### src/rtl/ub_arb_pkg.sv
// Shared types and helpers for the unified-buffer port arbiter.
package ub_arb_pkg;

  typedef enum logic [0:0] {
    IDLE   = 1'b0,
    LOCKED = 1'b1
  } arb_state_e;

  // Requester-id width; never below one bit so single-requester builds stay legal.
  function automatic int unsigned id_width(input int unsigned n);
    return (n > 1) ? $clog2(n) : 1;
  endfunction

  // Low bit of element idx inside a packed vector of w-bit elements.
  function automatic int unsigned slice_lo(input int unsigned idx, input int unsigned w);
    return idx * w;
  endfunction

endpackage

### src/rtl/ub_port_arbiter_if.sv
// Requester-side beat bus: valid/ready request channel plus shared read return.
interface ub_port_arbiter_if #(
  parameter int unsigned NUM_REQ = 3,
  parameter int unsigned ADDR_W  = 8,
  parameter int unsigned DATA_W  = 256
);
  logic [NUM_REQ-1:0]        req_valid;
  logic [NUM_REQ-1:0]        req_ready;
  logic [NUM_REQ-1:0]        req_we;
  logic [NUM_REQ-1:0]        req_last;
  logic [NUM_REQ*ADDR_W-1:0] req_addr;
  logic [NUM_REQ*DATA_W-1:0] req_wdata;
  logic [NUM_REQ-1:0]        rsp_valid;
  logic [DATA_W-1:0]         rsp_rdata;

  modport master (
    output req_valid, req_we, req_last, req_addr, req_wdata,
    input  req_ready, rsp_valid, rsp_rdata
  );

  modport slave (
    input  req_valid, req_we, req_last, req_addr, req_wdata,
    output req_ready, rsp_valid, rsp_rdata
  );
endinterface

### src/rtl/rr_picker.sv
// One-hot winner selection: first valid at or after the start index, wrapping.
module rr_picker
  import ub_arb_pkg::*;
#(
  parameter int unsigned NUM_REQ = 3,
  localparam int unsigned ID_W   = id_width(NUM_REQ)
) (
  input  logic [NUM_REQ-1:0] valid,
  input  logic [ID_W-1:0]    ptr,
  input  logic               fixed,
  output logic [NUM_REQ-1:0] grant
);

  logic [ID_W-1:0]    start;
  logic [NUM_REQ-1:0] rot;
  logic [NUM_REQ-1:0] rot_grant;
  logic               found;

  // Fixed priority is round-robin anchored at index 0.
  assign start = fixed ? '0 : ptr;
  assign rot   = NUM_REQ'({valid, valid} >> start);

  // Lowest set bit of the rotated request vector.
  always_comb begin
    rot_grant = '0;
    found     = 1'b0;
    for (int unsigned j = 0; j < NUM_REQ; j++) begin
      if (!found && rot[j]) begin
        rot_grant[j] = 1'b1;
        found        = 1'b1;
      end
    end
  end

  // Rotate the grant back into requester order.
  assign grant = NUM_REQ'(({rot_grant, rot_grant} << start) >> NUM_REQ);

endmodule

### src/rtl/ub_port_arbiter.sv
// N-requester arbiter in front of the UB single port with burst locking and read return.
module ub_port_arbiter
  import ub_arb_pkg::*;
#(
  parameter int unsigned NUM_REQ   = 3,
  parameter int unsigned ADDR_W    = 8,
  parameter int unsigned DATA_W    = 256,
  parameter int unsigned RD_LAT    = 1,
  parameter int unsigned MAX_BURST = 16,
  parameter int unsigned LOCK_TMO  = 32,
  localparam int unsigned ID_W     = id_width(NUM_REQ)
) (
  input  logic               clk,
  input  logic               rst,
  input  logic               prio_mode,
  ub_port_arbiter_if.slave   req_if,
  output logic               ub_wr_en,
  output logic [ADDR_W-1:0]  ub_wr_addr,
  output logic [DATA_W-1:0]  ub_wr_data,
  output logic               ub_rd_en,
  output logic [ADDR_W-1:0]  ub_rd_addr,
  input  logic [DATA_W-1:0]  ub_rd_data,
  output logic [ID_W-1:0]    owner_id,
  output logic               locked,
  output logic               burst_trunc,
  output logic               lock_abort
);

  localparam int unsigned BEAT_W = $clog2(MAX_BURST + 1);
  localparam int unsigned TMO_W  = $clog2(LOCK_TMO + 1);

  arb_state_e               state_q, state_d;
  logic [ID_W-1:0]          ptr_q, ptr_d;
  logic [ID_W-1:0]          owner_q, owner_d;
  logic [BEAT_W-1:0]        beat_q, beat_d, beat_inc;
  logic [TMO_W-1:0]         tmo_q, tmo_d, tmo_inc;
  logic [NUM_REQ-1:0]       pick_grant;
  logic [NUM_REQ-1:0]       cand;
  logic                     accept;
  logic [ID_W-1:0]          sel_id;
  logic                     sel_we;
  logic                     sel_last;
  logic [ADDR_W-1:0]        sel_addr;
  logic [DATA_W-1:0]        sel_wdata;
  logic [RD_LAT-1:0]        pipe_vld_q;
  logic [RD_LAT-1:0][ID_W-1:0] pipe_id_q;

  function automatic logic [ID_W-1:0] wrap_inc(input logic [ID_W-1:0] id);
    return (32'(id) >= NUM_REQ - 1) ? '0 : id + ID_W'(1);
  endfunction

  rr_picker #(.NUM_REQ(NUM_REQ)) u_picker (
    .valid (req_if.req_valid),
    .ptr   (ptr_q),
    .fixed (prio_mode),
    .grant (pick_grant)
  );

  // Beat granted this cycle: picker winner when idle, only the owner when locked.
  always_comb begin
    cand = '0;
    if (!rst) begin
      if (state_q == LOCKED) cand = req_if.req_valid & (NUM_REQ'(1) << owner_q);
      else                   cand = pick_grant;
    end
  end

  assign accept = |cand;

  // Mux the granted requester's beat fields.
  always_comb begin
    sel_id    = '0;
    sel_we    = 1'b0;
    sel_last  = 1'b0;
    sel_addr  = '0;
    sel_wdata = '0;
    for (int unsigned i = 0; i < NUM_REQ; i++) begin
      if (cand[i]) begin
        sel_id    = ID_W'(i);
        sel_we    = req_if.req_we[i];
        sel_last  = req_if.req_last[i];
        sel_addr  = req_if.req_addr[slice_lo(i, ADDR_W) +: ADDR_W];
        sel_wdata = req_if.req_wdata[slice_lo(i, DATA_W) +: DATA_W];
      end
    end
  end

  assign beat_inc = beat_q + BEAT_W'(1);
  assign tmo_inc  = tmo_q + TMO_W'(1);

  // Lock FSM next state, pointer/counter updates and release pulses.
  always_comb begin
    state_d     = state_q;
    ptr_d       = ptr_q;
    owner_d     = owner_q;
    beat_d      = beat_q;
    tmo_d       = tmo_q;
    burst_trunc = 1'b0;
    lock_abort  = 1'b0;
    if (accept) owner_d = sel_id;
    unique case (state_q)
      IDLE: begin
        if (accept) begin
          if (sel_last) begin
            ptr_d = wrap_inc(sel_id);
          end else if (MAX_BURST > 1) begin
            state_d = LOCKED;
            beat_d  = BEAT_W'(1);
            tmo_d   = '0;
          end else begin
            burst_trunc = 1'b1;
            ptr_d       = wrap_inc(sel_id);
          end
        end
      end
      LOCKED: begin
        if (accept) begin
          beat_d = beat_inc;
          tmo_d  = '0;
          if (sel_last || beat_inc == BEAT_W'(MAX_BURST)) begin
            burst_trunc = !sel_last;
            state_d     = IDLE;
            ptr_d       = wrap_inc(owner_q);
            beat_d      = '0;
          end
        end else begin
          tmo_d = tmo_inc;
          if (tmo_inc == TMO_W'(LOCK_TMO)) begin
            lock_abort = 1'b1;
            state_d    = IDLE;
            ptr_d      = wrap_inc(owner_q);
            beat_d     = '0;
            tmo_d      = '0;
          end
        end
      end
      default: state_d = IDLE;
    endcase
  end

  // Arbiter state registers.
  always_ff @(posedge clk or posedge rst) begin
    if (rst) begin
      state_q <= IDLE;
      ptr_q   <= '0;
      owner_q <= '0;
      beat_q  <= '0;
      tmo_q   <= '0;
    end else begin
      state_q <= state_d;
      ptr_q   <= ptr_d;
      owner_q <= owner_d;
      beat_q  <= beat_d;
      tmo_q   <= tmo_d;
    end
  end

  // Read-return tracker: {valid, id} delayed by the UB read latency.
  always_ff @(posedge clk or posedge rst) begin
    if (rst) begin
      pipe_vld_q <= '0;
      pipe_id_q  <= '0;
    end else begin
      pipe_vld_q[0] <= accept & ~sel_we;
      pipe_id_q[0]  <= sel_id;
      for (int unsigned i = 1; i < RD_LAT; i++) begin
        pipe_vld_q[i] <= pipe_vld_q[i-1];
        pipe_id_q[i]  <= pipe_id_q[i-1];
      end
    end
  end

  assign req_if.req_ready = cand;
  assign ub_wr_en         = accept & sel_we;
  assign ub_rd_en         = accept & ~sel_we;
  assign ub_wr_addr       = ub_wr_en ? sel_addr : '0;
  assign ub_wr_data       = ub_wr_en ? sel_wdata : '0;
  assign ub_rd_addr       = ub_rd_en ? sel_addr : '0;
  assign req_if.rsp_valid = pipe_vld_q[RD_LAT-1] ? (NUM_REQ'(1) << pipe_id_q[RD_LAT-1]) : '0;
  assign req_if.rsp_rdata = pipe_vld_q[RD_LAT-1] ? ub_rd_data : '0;
  assign owner_id         = owner_q;
  assign locked           = (state_q == LOCKED);

endmodule

### src/flat_wrapper.sv
// flat-port wrapper written by rule: the top's interface ports become plain ports
module ub_port_arbiter_flat import ub_arb_pkg::*;
#(
  parameter int unsigned NUM_REQ   = 3,
  parameter int unsigned ADDR_W    = 8,
  parameter int unsigned DATA_W    = 256,
  parameter int unsigned RD_LAT    = 1,
  parameter int unsigned MAX_BURST = 16,
  parameter int unsigned LOCK_TMO  = 32,
  localparam int unsigned ID_W     = id_width(NUM_REQ)
)
  (clk, rst, prio_mode, ub_wr_en, ub_wr_addr, ub_wr_data, ub_rd_en, ub_rd_addr, ub_rd_data, owner_id, locked, burst_trunc, lock_abort, req_if_req_valid, req_if_req_we, req_if_req_last, req_if_req_addr, req_if_req_wdata, req_if_req_ready, req_if_rsp_valid, req_if_rsp_rdata);
  ub_port_arbiter_if #(.NUM_REQ(NUM_REQ), .ADDR_W(ADDR_W), .DATA_W(DATA_W)) req_if_i ();
  input  logic clk;
  input  logic rst;
  input  logic prio_mode;
  output logic ub_wr_en;
  output logic [ADDR_W-1:0] ub_wr_addr;
  output logic [DATA_W-1:0] ub_wr_data;
  output logic ub_rd_en;
  output logic [ADDR_W-1:0] ub_rd_addr;
  input  logic [DATA_W-1:0] ub_rd_data;
  output logic [ID_W-1:0] owner_id;
  output logic locked;
  output logic burst_trunc;
  output logic lock_abort;
  input wire logic [$bits(req_if_i.req_valid)-1:0] req_if_req_valid;
  input wire logic [$bits(req_if_i.req_we)-1:0] req_if_req_we;
  input wire logic [$bits(req_if_i.req_last)-1:0] req_if_req_last;
  input wire logic [$bits(req_if_i.req_addr)-1:0] req_if_req_addr;
  input wire logic [$bits(req_if_i.req_wdata)-1:0] req_if_req_wdata;
  output wire logic [$bits(req_if_i.req_ready)-1:0] req_if_req_ready;
  output wire logic [$bits(req_if_i.rsp_valid)-1:0] req_if_rsp_valid;
  output wire logic [$bits(req_if_i.rsp_rdata)-1:0] req_if_rsp_rdata;
  assign req_if_i.req_valid = req_if_req_valid;
  assign req_if_i.req_we = req_if_req_we;
  assign req_if_i.req_last = req_if_req_last;
  assign req_if_i.req_addr = req_if_req_addr;
  assign req_if_i.req_wdata = req_if_req_wdata;
  assign req_if_req_ready = req_if_i.req_ready;
  assign req_if_rsp_valid = req_if_i.rsp_valid;
  assign req_if_rsp_rdata = req_if_i.rsp_rdata;
  ub_port_arbiter #(.NUM_REQ(NUM_REQ), .ADDR_W(ADDR_W), .DATA_W(DATA_W), .RD_LAT(RD_LAT), .MAX_BURST(MAX_BURST), .LOCK_TMO(LOCK_TMO)) u_core (.clk(clk), .rst(rst), .prio_mode(prio_mode), .req_if(req_if_i), .ub_wr_en(ub_wr_en), .ub_wr_addr(ub_wr_addr), .ub_wr_data(ub_wr_data), .ub_rd_en(ub_rd_en), .ub_rd_addr(ub_rd_addr), .ub_rd_data(ub_rd_data), .owner_id(owner_id), .locked(locked), .burst_trunc(burst_trunc), .lock_abort(lock_abort));
endmodule
### config.mk
export PLATFORM = sky130hd
export DESIGN_NAME = ub_port_arbiter_flat
export DESIGN_NICKNAME = d
export VERILOG_FILES = /design/src/rtl/ub_arb_pkg.sv /design/src/rtl/ub_port_arbiter_if.sv /design/src/rtl/rr_picker.sv /design/src/rtl/ub_port_arbiter.sv /design/src/flat_wrapper.sv
export SDC_FILE = /design/constraint.sdc
export NUM_CORES = 1
export LEC_CHECK = 0
export BUFFER_PORTS_ARGS = -buffer_cell sky130_fd_sc_hd__buf_2
export CAP_MARGIN = 5
export CORE_AREA = 2 2 618 620
export CTS_CLUSTER_SIZE = 24
export DETAILED_ROUTE_END_ITERATION = 12
export DIE_AREA = 0 0 620 622
export GPL_TIMING_DRIVEN = 0
export PLACE_DENSITY = 0.3
export SKIP_LAST_GASP = 1
export SLEW_MARGIN = 0
export SYNTH_ARGS = -nofsm -noshare
export SYNTH_HDL_FRONTEND = slang
export SYNTH_SLANG_ARGS = --single-unit
### constraint.sdc
create_clock -name clk -period 4 [get_ports clk]
set_input_delay 0.6 -clock clk [delete_from_list [all_inputs] [get_ports clk]]
set_output_delay 0.6 -clock clk [all_outputs]
set_load 0.02 [all_outputs]
# == After elaboration in Yosys (flattened, before gate mapping) ==
# Cells that the tools add are included.
# op_classes
addsub,4
n_mul,0
div,0
n_lt_le_gt_ge,2
eq_ne,7
shift,4
muxes,57
bitwise_logic,5
n_reduce_logical,10
# ops
operator,n
$mux W256,5
$mux W8,5
$mux W5,5
$mux W6,4
$mux W1,21
$mux W2,9
$pmux W6 S2,1
$pmux W5 S2,1
$mux W3,3
$add A6 B1 Y6 const B,1
$eq A6 B6 Y1 const B,1
$ne A3 B3 Y1 const B,2
$shl A1 B2 Y3 const A,2
$shl A6 B2 Y6,1
$shr A6 B2 Y3,1
$add A5 B1 Y5 const B,1
$eq A5 B5 Y1 const B,1
$add A2 B1 Y2 const B,2
$ge A2 B2 Y1 const B,2
$ne A2 B1 Y1 const B,2
$pmux W1 S2,2
$pmux W2 S2,1
$reduce_and A4 Y1,1
$and A3 B3 Y3,1
other kinds (9),14
# word_totals
regBits,19
latchBits,0
ram_bits,0
rom_bits,0
in_bits,1060
output_inout_bits,541
elab_cells,96
mem_count,0

# == Longest topological paths before layout ==
# logic_depth
ltp_word,19
ltp_mapped,9
depth_no_buf,7

# == Cells and area by module ==
# From an unflattened synthesis, not the netlist that was laid out.
# hier_totals
hier_cells,1086
hier_area_um2,7319.5
# by_module_without_submodules
mod,instances,cells_each,area_each_um2,seq_area_each_um2
ub_port_arbiter,1,1073,7229.4,475.5
rr_picker,1,13,90.1,0.0

# == Worst setup path after synthesis ==
# Ideal clock, no wire load.
# synth_path
path_kind,input to output
startpoint,in rst
endpoint,out ub_wr_data[247]
arrival_time_ns,2.866
required_ns,3.400
slack_ns,0.534
path_stages,9
path_buffers,4
path_cell_list,clkbuf_1 -> inv_1 -> and3_1 -> o21a_1 -> clkbuf_1 -> clkbuf_1 -> clkbuf_1 -> a222oi_1 -> nor2_1
# synth_via
elab_chain_len,6
elab_cells_between_ends,10
classes_between,mux (8); bitwise (1); reduce/logical (1)
# synth_rtl
element,line,text
start: declaration,flat_wrapper.sv:15,input logic rst;
$mux W3 *,ub_port_arbiter.sv:62,if (!rst) begin
via req_if_req_ready[0],flat_wrapper.sv:32,output wire logic [$bits(req_if_i.req_ready)-1:0] req_if_req_ready;
$mux W1 (3 in a row),ub_port_arbiter.sv:78,if (cand[i]) begin
$and A1 B1 Y1,ub_port_arbiter.sv:174,assign ub_wr_en = accept & sel_we;
$mux W256 *,ub_port_arbiter.sv:177,assign ub_wr_data = ub_wr_en ? sel_wdata : '0;
end: declaration,flat_wrapper.sv:19,output logic [DATA_W-1:0] ub_wr_data;
# The timed path passes the listed nets; every way through them passes the cells marked *.

# == Worst setup path after layout ==
# layout_path
startpoint,in req_if_req_valid[1]
endpoint,out ub_wr_data[178]
# layout_via
elab_chain_len,16
elab_cells_between_ends,22
classes_between,shift (2); mux (13); bitwise (2); reduce/logical (5)
# layout_rtl
element,line,text
start: declaration,flat_wrapper.sv:27,input wire logic [$bits(req_if_i.req_valid)-1:0] req_if_req_valid;
$shr A6 B2 Y3,rr_picker.sv:21,"assign rot = NUM_REQ'({valid, valid} >> start);"
$mux W1,rr_picker.sv:28,if (!found && rot[j]) begin
$logic_not A1 Y1,rr_picker.sv:28,
$logic_and A1 B1 Y1,rr_picker.sv:28,
$mux W1,rr_picker.sv:28,
$logic_not A1 Y1,rr_picker.sv:28,
$logic_and A1 B1 Y1,rr_picker.sv:28,
$mux W1,rr_picker.sv:28,
$shl A6 B2 Y6,rr_picker.sv:36,"assign grant = NUM_REQ'(({rot_grant, rot_grant} << start) >> NUM_REQ);"
$mux W3 *,ub_port_arbiter.sv:63,if (state_q == LOCKED) cand = req_if.req_valid & (NUM_REQ'(1) << owner_q);
$mux W3 *,ub_port_arbiter.sv:62,
$mux W1 (3 in a row),ub_port_arbiter.sv:78,
$and A1 B1 Y1,ub_port_arbiter.sv:174,
$mux W256 *,ub_port_arbiter.sv:177,
# Mark *: on every way between the ends. The rest lies on a longest branch, timed or not.

==> reports/metrics.csv <==
stage;metric;value;unit
layout;Finished Cell Area;22900;um2
clock_tree;CTS Buf Count;3;
worst_hold_path;HP Class;primary input to asynchronous set/reset pin;
setup_path;startpoint types;primary input;
die;core footprint;378000;um2
detailed_routing;Iter 0 DRT Violations;2788;
placement;DPL Wire Length;323000;um
layout;nets;3798;
synth;synth unique cells;53;
detailed_routing;vias after detailed routing;20000;
global_routing;GRT Residual Overflow;0;
layout;Util after Layout;6.06;%
clock_tree;Bufs on Longest Clock Path;2;
die;Ports;1601;
synth;Syn Nets;2148;
clock_tree;CTS HTree Levels;1;
synth;#FFs+latches synth;19;
placement;GP Congestion;0.960;
detailed_routing;Detail Route Antenna Nets;0;
die;DIE AREA;386000;um2
power_and_ir_drop;total power;9.96;mW
die;cell row count;226;
setup_path;Top Family by Delay on Critical Path;compound AO/OA/AOI/OAI gates;
detailed_routing;drt wl/cell;42.6;um
setup_path;WP buf/inv;4;
setup_path;critical path fanouts, max;7;
timing;Clock Skews;0.00559;ns
timing;unrepaired setup endpoints after global routing;true;
global_routing;initial antenna violation count;391;
run_status;failing checks;max-slew violations, negative setup slack;
setup_path;CP arrival;3.60;ns
setup_path;Most Frequent Cell on Critical Path;buf_6;
global_routing;first-pass GRT wire length;374000;um
timing;maximum clock rate;0.238;GHz
die;Die W;620;um
global_routing;vias in the first global route;18100;
layout;Synth-to-Final Area Change;221;%
timing;Slew HR;-10.6;%
timing;setup TNS;-0.366;ns
global_routing;largest net degree at the start of global routing;13;
clock_tree;CTS tree;built;
layout;Non-Filler Instances;7887;
timing;worst slew pin tran;1.66;ns
setup_path;critical path class;primary input to output port;
detailed_routing;DRC Markers;0;
setup_path;CP endpoint kind;output port;
synth;sequential-to-total area share from yosys stat;6.66;%
timing;final setup fails;4;
detailed_routing;number of detailed-route iterations in the first pass;13;
run_status;status;finished with violations;
power_and_ir_drop;worst vdd ir;0.134;mV
timing;final worst setup slack;-0.204;ns
timing;fin crit share;105;%
synth;number of synthesized flops with an enable pin;0;
synth;Async S/R FF share, synth;100;%
synth;Synth warnings;0;
setup_path;Worst Path Required;3.40;ns
clock_tree;clock-pin slew on the worst setup and hold paths;0.06;ns
synth;Mapped Area;7140;um2
setup_path;sequence of cells on the critical path;buf_6, o21ai_1, o21a_1, or2_4, o21a_4, clkbuf_16, buf_8, a222oi_1, nor2_1, buf_6;
placement;DP Cell Count;7726;
setup_path;slowest cell delay on critical path;1.27;ns
run;max-cap check violation count;0;
setup_path;Worst path slowest cell;a222oi_1;
clock_tree;Clock Tree Root;clkbuf_16;
global_routing;gr usage total;16.6;%
timing;Hold WS;0.484;ns
clock_tree;Sink Count;19;
die;Starting Density;1.89;%
clock_tree;worst-skew pair later-pin latency;0.26;ns
synth;syn avg cell area;6.58;um2
detailed_routing;via/cell ratio;2.54;
timing;Pins Over Slew Limit;3;
die;Die Y;622;um
layout;share of cells above drive strength 1;64.5;%
placement;worst slack, placed;-2.40;ns
power_and_ir_drop;Lkg Pwr;9.92;nW
timing;Period minus WS final;4.20;ns
placement;IO buf count;1599;
synth;Syn Inst Count;1086;
timing;final number of hold-violating endpoints;0;
detailed_routing;WL final;336000;um
power_and_ir_drop;PwrDens;434;nW/um2
synth;Post-synth top flop;dfrtp_1;
placement;dpl cell area;21700;um2
==> state kept, by name, summed over array words and instances, names as in the netlist <==
name / count
u_core.owner_id: 2
u_core.pipe_vld_q: 1
u_core.pipe_id_q: 2
u_core.tmo_q: 6
u_core.beat_q: 5
u_core.locked: 1
u_core.ptr_q: 2
==> metal layers <==
metal / vias to the layer above / GRT usage, % / share of wire (%)
li1: 7765 / - / -
met4: 210 / 2.98 / 2.4
met3: 692 / 10.0 / 14
met1: 9455 / 15.5 / 32
met2: 1900 / 31.0 / 52
met5: - / 0 / 0.41
==> worst reg2reg max path, cell delays in order, from the launching register on <==
cell and delay (ns):
dfrtp_2 0.47, nor4b_4 0.36, nor3_4 0.09, buf_4 0.15, or3_1 0.40, nand4b_2 0.34, and3_1 0.21, buf_2 0.20
o21ai_1 0.16, a22o_1 0.26
==> cell usage after synthesis (all sizes together) (3+ instances only) <==
master | count | area share, %
nor2 | 280 | 15
a222oi | 264 | 37
and2 | 258 | 23
clkbuf | 111 | 5.8
buf | 40 | 2.6
dfrtp | 19 | 6.7
nand2 | 17 | 0.89
o21ai | 9 | 0.63
nand3 | 7 | 0.49
inv | 6 | 0.32
nor3 | 6 | 0.42
and3 | 5 | 0.44
nor2b | 5 | 0.44
o22ai | 4 | 0.35
a211oi | 3 | 0.32
a32o | 3 | 0.42
nor3b | 3 | 0.32
o2bb2ai | 3 | 0.37
==> where the power goes <==
group / switching, mW / total (mW) / leakage, nW / internal (mW)
sequential: 0.0788 / 0.332 / 0.246 / 0.254
combinational: 6.90 / 9.41 / 9.63 / 2.51
clock: 0.0846 / 0.219 / 0.0417 / 0.135
total: 7.06 / 9.96 / 9.92 / 2.90
==> path summary, 6_finish.rpt <==
kind,startpoint,to,slack [ns],cells past startpoint
setup reg to reg,u_core.ptr_q[1],u_core.beat_q[2],1.25,9
setup / recovery,req_if_req_valid[1],ub_wr_data[178],-0.20,10
hold / removal,rst,u_core.tmo_q[5],0.48,3
hold reg to reg,u_core.beat_q[4],u_core.beat_q[4],0.55,1
min in group clk,u_core.beat_q[4],u_core.beat_q[4],0.55,1
max in group asynchronous,rst,u_core.beat_q[4],3.17,2
==> layout by cell type, fill, tap and decap left out, types with 17 or more instances in the layout <==
cell type  count
buf_2       1574
nor2_1       271
a222oi_1     264
and2_1       258
diode_2      136
buf_4         76
clkbuf_1      63
clkbuf_2      20
buf_6         20
dfrtp_1       17
==> what timing repair did <==
item,CTS,global route
gates resized for setup,146,77
endpoints found under the setup margin,279,53
setup buffers,16,8
cloned,2,0
endpoints found under the hold margin,0,0
pin swaps,21,21
hold buffers,0,0
==> kinds of logic after synthesis <==
family | Yosys count | synth area share (%)
and+or+nand+nor | 599 | 42.4
DFF | 19 | 6.66
AOI/OAI and AO/OA | 303 | 41.0
buffers and inverters | 158 | 8.85
muxes | 3 | 0.456
adders and majority gates | 2 | 0.350
xor gates and xnor gates | 2 | 0.245
==> cell type report <==
class | count | area, um2
Buffer | 147 | 873
Antenna cell | 136 | 340
Fill cell | 45400 | 355000
Tap cell | 5016 | 6280
Inverter | 7 | 37.5
Sequential cell | 19 | 478
Clock buffer | 3 | 75.1
Timing Repair Buffer | 1648 | 8670
Multi-Input combinational cell | 909 | 6170
Timing Repair inverter | 1 | 5.00
Clock inverter | 1 | 5.00
No activity file was read; power rests on OpenSTA's default activity.
